[config.mk]
export PLATFORM = sky130hd
export DESIGN_NAME = ram_port_arbiter
export DESIGN_NICKNAME = d
export VERILOG_FILES = /design/src/rtl/ram_port_arbiter.sv
export SDC_FILE = /design/constraint.sdc
export NUM_CORES = 1
export LEC_CHECK = 0
export ABC_AREA = 0
export CAP_MARGIN = 25
export CORE_MARGIN = 2
export CORE_UTILIZATION = 40
export CTS_CLUSTER_DIAMETER = 200
export DETAILED_ROUTE_END_ITERATION = 10
export GPL_TIMING_DRIVEN = 1
export HOLD_SLACK_MARGIN = 0.15
export PLACE_DENSITY = 0.79
export SYNTH_ARGS = -nofsm -noshare
export SYNTH_HDL_FRONTEND = slang
export SYNTH_SLANG_ARGS = --single-unit
[constraint.sdc]
create_clock -name clock -period 2.1 [get_ports clock]
set_clock_uncertainty 0.2 [all_clocks]
set_input_delay 0.315 -clock clock [delete_from_list [all_inputs] [get_ports clock]]
set_output_delay 0.315 -clock clock [all_outputs]
set_load 0.005 [all_outputs]
[src/rtl/ram_port_arbiter.sv]
// Purpose: round-robin arbiter/sequencer sharing one single-port synchronous RAM between two requesters.
// Latency: write grant 1 cycle after capture; read data/rvalid 3 cycles after capture (one read per 3 cycles).
// Backpressure: requesters hold req (stable addr/data) until their gnt pulse; requests seen while busy wait for IDLE.
//
// Ports:
//   clock, reset               rising-edge clock, synchronous active-high reset
//   reqN/wrN/addrN/wdataN      requester N access request (N = 0 CPU path, 1 I/O-DMA path)
//   gntN                       one-cycle pulse: requester N's access is on the RAM port this cycle
//   rvalidN/rdataN             one-cycle pulse / held read-data register for requester N
//   mem_addr/mem_din/mem_write RAM command, valid for exactly one cycle per access
//   mem_dout                   RAM read data, one cycle after the address
//   busy                       high whenever the sequencer is not idle
module ram_port_arbiter #(
  parameter int DW = 16,
  parameter int AW = 8
) (
  input  logic          clock,
  input  logic          reset,
  input  logic          req0,
  input  logic          wr0,
  input  logic [AW-1:0] addr0,
  input  logic [DW-1:0] wdata0,
  input  logic          req1,
  input  logic          wr1,
  input  logic [AW-1:0] addr1,
  input  logic [DW-1:0] wdata1,
  output logic          gnt0,
  output logic          gnt1,
  output logic          rvalid0,
  output logic          rvalid1,
  output logic [DW-1:0] rdata0,
  output logic [DW-1:0] rdata1,
  output logic [AW-1:0] mem_addr,
  output logic [DW-1:0] mem_din,
  output logic          mem_write,
  input  logic [DW-1:0] mem_dout,
  output logic          busy
);

  typedef enum logic [1:0] {IDLE, ISSUE, READ_WAIT} state_t;

  state_t state;
  logic   last;    // index of the requester that won the previous capture
  logic   win;     // index of the requester currently being served
  logic   cap_wr;  // captured access direction of the current winner
  logic   pick;    // arbitration result for this cycle

  // A contested round goes to whoever did not win last time; an
  // uncontested one simply goes to the lone requester.
  always_comb begin
    pick = 1'b0;
    if (req0 && req1) begin
      pick = ~last;
    end else if (req1) begin
      pick = 1'b1;
    end
  end

  // All outputs are registered: the command is loaded at the capture edge
  // so it appears on the RAM port during the ISSUE cycle.
  always_ff @(posedge clock) begin
    if (reset) begin
      state     <= IDLE;
      last      <= 1'b1;
      win       <= 1'b0;
      cap_wr    <= 1'b0;
      gnt0      <= 1'b0;
      gnt1      <= 1'b0;
      rvalid0   <= 1'b0;
      rvalid1   <= 1'b0;
      rdata0    <= '0;
      rdata1    <= '0;
      mem_addr  <= '0;
      mem_din   <= '0;
      mem_write <= 1'b0;
      busy      <= 1'b0;
    end else begin
      gnt0      <= 1'b0;
      gnt1      <= 1'b0;
      rvalid0   <= 1'b0;
      rvalid1   <= 1'b0;
      mem_write <= 1'b0;
      case (state)
        IDLE: begin
          busy <= 1'b0;
          if (req0 || req1) begin
            win       <= pick;
            last      <= pick;
            cap_wr    <= pick ? wr1 : wr0;
            mem_addr  <= pick ? addr1 : addr0;
            mem_din   <= pick ? wdata1 : wdata0;
            mem_write <= pick ? wr1 : wr0;
            gnt0      <= ~pick;
            gnt1      <= pick;
            busy      <= 1'b1;
            state     <= ISSUE;
          end
        end
        ISSUE: begin
          // mem_addr stays put so the RAM output still belongs to this read.
          if (cap_wr) begin
            busy  <= 1'b0;
            state <= IDLE;
          end else begin
            busy  <= 1'b1;
            state <= READ_WAIT;
          end
        end
        READ_WAIT: begin
          if (win) begin
            rdata1  <= mem_dout;
            rvalid1 <= 1'b1;
          end else begin
            rdata0  <= mem_dout;
            rvalid0 <= 1'b1;
          end
          busy  <= 1'b0;
          state <= IDLE;
        end
        default: begin
          busy  <= 1'b0;
          state <= IDLE;
        end
      endcase
    end
  end

endmodule

==> results.toml, run 1 <==
[outcome]
status = "finished clean"

[clock_network]
post_cts_buffers = 0
hold_buffers = 0
root_buffer = "clkbuf_8"
cts-resized-gates = 0
clk-insertion-delay-late_ps = 320
tritoncts = "yes"
h-tree-depth = 3
numCtsBuffers = 9
cts_buffer_depth = 2
clkTransAtPathRegs_ps = 60
numClockSinks = 67

[setup_path]
crit_fanout = 22
r2r_setup_slack_ps = 340
cp-start-kind = "register"
r2r-end = "gnt0$_SDFF_PP0_"
critPathLaunch = "state[1]$_SDFFE_PP0P_"
worstSetupPathType = "register to register"
reg2reg_from = "state[1]$_SDFFE_PP0P_"
worstPathArrival_ps = 1790
r2r_cells = 4
setup.worst_path.end = "gnt0$_SDFF_PP0_"
path_cells = "nor2_2 > buf_4 > nand2_1 > nor3_1"
slowest_stage = "nor2_2"
slowest_delay_ps = 360
cp.required_ps = 2130
crit_path_end_kind = "register"

[logic_synthesis]
syn-cell-area_um2 = 2700
seq_area_frac_synth_pct = 49.7
synthesis.nets = 384
async_flop_share_pct = 0
synth_common_cells = "114 x nand2_1, 67 x dfxtp_1, 58 x a21oi_1"
synth_seq_cells = 67
synth.largest_area_cell = "dfxtp_1"
synth_area_leaders = "dfxtp_1 50%, nand2_1 16%, a21oi_1 11%"
synthMostInstantiatedCell = "nand2_1"
synth_warnings = 0
ys_types = 28
synth_edf_count = 0
synthCells = 314
avgSynthCellArea_um2 = 8.60
ys.flop_type = "dfxtp_1"
yosysTopAreaCellShare_pct = 49.7

[pwr]
switching_share_pct = 25.8
peakVddDrop_v = 0.000351
p_per_area_nw_per_um2 = 680
clkPwrFrac_pct = 28.6
cellLeakagePower_uw = 0.00149
p_comb_share_pct = 22.0
p_int_uw = 2120
p_switching_uw = 737
sequentialPowerShare_pct = 49.4

[routing]
antenna_left = 0
vias = 2719
wire_per_inst_um = 14.8
firstDrtPassIters = 4
wl_mm = 7.65
viasPerCell = 5.26
drtIter0Drc = 60
drcViolationCount = 0

[layout]
fill_cells = 563
finalNetCount = 509
fin_area_um2 = 4200
diodes = 0
drive_above_1_share_pct = 10.7
areaGrowthSynthToFinish_pct = 55.3
finish.utilization_pct = 65.0

[sta]
setup_ws_ps = 345
grt_setup_unrepaired = "false"
finalCriticalPeriod_ps = 1760
relSlewSlack_pct = 58.8
post-route-period-util_pct = 83.6
finalHoldViolations = 0
slew_viol_final = 0
setup_violations = 0
max_freq_ghz = 0.570
worst_pin_slew_ps = 618
fin_setup_tns_ps = 0

[floorplan]
die_x_um = 86.2
dieHeight_um = 86.2
dieArea_um2 = 7430
num_rows = 29
initial_core_util_pct = 41.8
io_pins = 132
coreArea_um2 = 6460

[run]
drv_cap = 0

[grt]
antenna_found_initial = 0
grt-ovfl-total = 0
grt_pass1_vias = 2479
grt_pass1_wl_mm = 11.6
grt.total_usage_pct = 19.7
grt_max_degree = 28

[placed_design]
dpl.hpwl_mm = 5.47
dpl-instance-area_um2 = 4060
post-place-ws_ps = 116
io_buffer_count = 131
gp_congestion = 0.797

[min_path]
min_path_type = "input pin to register"
-- state kept, by name, indices dropped and copies added (netlist names) --
signal     count
mem_write      1
win            1
rvalid1        1
mem_addr       8
rdata1        16
gnt1           1
last           1
cap_wr         1
state          2
rdata0        16
rvalid0        1
gnt0           1
busy           1
mem_din       16
-- kinds of logic after synthesis --
group	Yosys count	share of synthesized area (%)
AND/OR/NAND/NOR	129	19.4
AO/OA/AOI/OAI	89	25.0
flip-flops	67	49.7
buffers and inverters	28	5.56
multiplexers	1	0.371
-- final cells by class --
cell class              count  area (µm²)  area share (%)
repair buffers            141        1410            33.5
clock buffers              11         131            3.13
multi-input cells         219        1210            28.9
well taps                  77        96.3            2.30
clock inverters             1        5.00           0.119
inverters                   1        3.75          0.0894
flip-flops and latches     67        1340            32.0
-- cell usage in the layout, fill, tap and decap left out --
master	n
a311oi_2	18
or2_1	1
and3b_1	1
clkbuf_8	9
a21boi_2	1
nor2_2	1
nor2_1	3
inv_1	1
nand2_1	114
o21ai_0	1
a211oi_2	1
buf_4	8
buf_12	2
a311oi_1	6
a21bo_2	2
or3b_2	1
nor3_1	3
nor4b_1	1
clkbuf_1	2
a21oi_1	58
buf_2	1
nand3b_1	1
a31oi_1	1
o21bai_1	1
mux2i_1	1
clkinv_2	1
nor3b_2	1
dfxtp_1	67
clkdlybuf4s50_1	130
and2_4	1
nand3_1	1
-- worst max-delay path: cells and delay by family, from the launching register on --
kind	cells	cell delay, ps
flip-flops	1	350
AND/OR/NAND/NOR	3	770
buffers and inverters	1	330
-- routing by layer --
| metal | up-vias | part of all wire, % | GRT usage (%) |
|---|---|---|---|
| li1 | 1321 | - | - |
| met3 | 11 | 10 | 6.48 |
| met2 | 143 | 46 | 31.9 |
| met1 | 1244 | 43 | 24.3 |
| met4 | 0 | 1.2 | 7.81 |
| met5 | - | 0 | 0 |
-- worst min path at each step --
stage	startpoint	to	slack, ps	depth (start not counted)
CTS	reset	state[0]$_SDFFE_PP0P_	180	2
global placement	cap_wr$_SDFFE_PP0P_	state[1]$_SDFFE_PP0P_	230	1
floorplan	reset	state[1]$_SDFFE_PP0P_	200	1
global route	reset	state[0]$_SDFFE_PP0P_	210	2
finish	reset	state[0]$_SDFFE_PP0P_	190	2
detailed placement	cap_wr$_SDFFE_PP0P_	state[1]$_SDFFE_PP0P_	240	1
-- metrics by stage --
stage	hold WS (ps)	total power (µW)	instances
CTS	177	2890	517
finish	186	2850	517
floorplan	201	1720	314
global route	214	3000	517
detailed placement	242	2060	505
global placement	232	2060	505
-- power by group through the flow --
stage	Clock, µW	Combinational (µW)	Sequential (µW)
2_1_floorplan	0	288	1430
3_3_place_gp	0	623	1430
3_5_place_dp	0	628	1440
4_1_cts	845	631	1410
5_1_grt	902	679	1420
6_report	817	628	1410
Power figures use the tool's default switching activity.
==> run 2, diff against run 1 <==
--- a/config.mk
+++ b/config.mk
@@ -8,12 +8,12 @@
 export ABC_AREA = 0
 export CAP_MARGIN = 25
 export CORE_MARGIN = 2
-export CORE_UTILIZATION = 40
+export CORE_UTILIZATION = 36
 export CTS_CLUSTER_DIAMETER = 200
 export DETAILED_ROUTE_END_ITERATION = 10
 export GPL_TIMING_DRIVEN = 1
 export HOLD_SLACK_MARGIN = 0.15
-export PLACE_DENSITY = 0.79
+export PLACE_DENSITY = 0.75
 export SYNTH_ARGS = -nofsm -noshare
 export SYNTH_HDL_FRONTEND = slang
 export SYNTH_SLANG_ARGS = --single-unit
==> constraint.sdc (replaced) <==
create_clock -name clock -period 1.45 [get_ports clock]
set_clock_uncertainty 0.2 [all_clocks]
set_input_delay 0.2175 -clock clock [delete_from_list [all_inputs] [get_ports clock]]
set_output_delay 0.2175 -clock clock [all_outputs]
set_load 0.005 [all_outputs]
==> results.toml, run 2 (synthesized netlist as in run 1, its figures left out) <==
[setup_path]
r2r_setup_slack_ps = 70
cp.buffers_inverters = 0
cp-start-kind = "register"
path_cells = "or3b_4 > nand2_1 > a21oi_1"
r2r-end = "rdata0[10]$_SDFFE_PP0P_"
cp.required_ps = 1460
crit_path_end_kind = "register"
slowest_stage = "or3b_4"
worstPathArrival_ps = 1390
reg2reg_from = "state[1]$_SDFFE_PP0P_"
crit_fanout = 17
r2r_cells = 3
worstSetupPathType = "register to register"
cp_top_family = "simple AND/OR/NAND/NOR gates"
slowest_delay_ps = 500

[routing]
wire_per_inst_um = 14.4
vias = 2764
drtIter0Drc = 54
firstDrtPassIters = 4
antenna_left = 0
drcViolationCount = 0
viasPerCell = 5.06
wl_mm = 7.85

[pwr]
peakVddDrop_v = 0.000439
cellLeakagePower_uw = 0.00182
p_per_area_nw_per_um2 = 957

[grt]
grt_pass1_wl_mm = 12.9
grt.total_usage_pct = 19.5
grt-ovfl-total = 0
antenna_found_initial = 0
grt_pass1_vias = 2728
grt_max_degree = 26

[placed_design]
dpl.hpwl_mm = 5.71
post-place-ws_ps = -434
io_buffer_count = 131
dp.cells = 532
gp_congestion = 0.768

[sta]
worst_pin_slew_ps = 324
relSlewSlack_pct = 78.1
setup_ws_ps = 70.1
max_freq_ghz = 0.725
grt_setup_unrepaired = "false"
slew_viol_final = 0
post-route-period-util_pct = 95.2
finalHoldViolations = 0
finalCriticalPeriod_ps = 1380
setup_violations = 0

[layout]
final_common_cell = "nand2_1"
drive_above_1_share_pct = 15.7
fin_cells = 546
diodes = 0
areaGrowthSynthToFinish_pct = 59.5
reg_top3 = "mem_din x16, rdata0 x16, rdata1 x16"
fill_cells = 691
finalNetCount = 516
layout_common_cells = "114 x nand2_1, 66 x clkdlybuf4s50_1, 64 x dlygate4sd2_1"

[clock_network]
clk-insertion-delay-late_ps = 320
numCtsBuffers = 9
clkTransAtPathRegs_ps = 60
h-tree-depth = 3
root_buffer = "clkbuf_8"
numClockSinks = 67
cts_buffer_depth = 2
post_cts_buffers = 0
tritoncts = "yes"

[min_path]
min_path_type = "register to register"
hold_start = "rdata0[4]$_SDFFE_PP0P_"
worstHoldPathCells = 2
holdPathEnd = "rdata0[4]$_SDFFE_PP0P_"

[outcome]
status = "finished clean"

[floorplan]
die_x_um = 90.6
coreArea_um2 = 7250
num_rows = 31
dieArea_um2 = 8210
dieHeight_um = 90.6
io_pins = 132
initial_core_util_pct = 37.2

[run]
drv_cap = 0
[run 2: metrics by stage]
stage               power, µW  TNS, ps  util, %  hold slack (ps)  cell area [µm²]
floorplan                2500        0        -             95.8             2720
global placement         3000   -10430     57.6              229             4180
detailed placement       3020   -12500     57.6              244             4180
CTS                      4160        0     59.2              245             4290
global route             4340        0     59.4              262             4310
finish                   4130        0     59.4              252             4310
[run 2: cell type report]
class | count | area (µm²) | share of cell area (%)
repair buffers | 147 | 1430 | 33.2
flip-flops and latches | 67 | 1360 | 31.5
multi-input cells | 220 | 1250 | 29.1
clock buffers | 11 | 131 | 3.05
well taps | 99 | 124 | 2.87
clock inverters | 1 | 5.00 | 0.116
inverters | 1 | 3.75 | 0.0871
[run 2: report_power, final]
| part | internal (µW) | switching, µW | leakage, µW | total, µW |
|---|---|---|---|---|
| combinational | 488 | 404 | 0.00120 | 892 |
| sequential | 1970 | 77.3 | 0.000553 | 2050 |
| clock | 580 | 603 | 0.0000710 | 1180 |
| total | 3040 | 1080 | 0.00182 | 4130 |
[run 2: worst max-delay path by stage]
stage	start	slack (ps)	cells past startpoint	endpoint
final	state[1]$_SDFFE_PP0P_	70	3	rdata0[10]$_SDFFE_PP0P_
after global routing	state[1]$_SDFFE_PP0P_	8	3	rdata0[12]$_SDFFE_PP0P_
after CTS	state[0]$_SDFFE_PP0P_	7	4	mem_din[10]$_SDFFE_PP0P_
after detailed placement	req0	-430	4	mem_addr[1]$_SDFFE_PP0P_
after global placement	req0	-380	4	cap_wr$_SDFFE_PP0P_
after floorplan	req1	10	6	mem_din[10]$_SDFFE_PP0P_
[run 2: metal layers]
layer / track usage [%] / wire length, µm / vias up
li1: - / - / 1342
met1: 24.0 / 3420 / 1288
met2: 32.3 / 3720 / 128
met3: 5.43 / 647 / 6
met4: 7.44 / 56 / 0
met5: 0 / 0 / -
[run 2: repair_timing]
item / CTS / global route
cloned: 1 / 0
endpoints found under the hold margin: 14 / 0
hold buffers: 1 / 0
resized for setup: 82 / 4
endpoints found under the setup margin: 89 / 25
[run 2: worst register-to-register path, cell delays in order (launching register included)]
cell     delay [ps]
dfxtp_2         390
or3b_4          510
nand2_1         120
a21oi_1          60
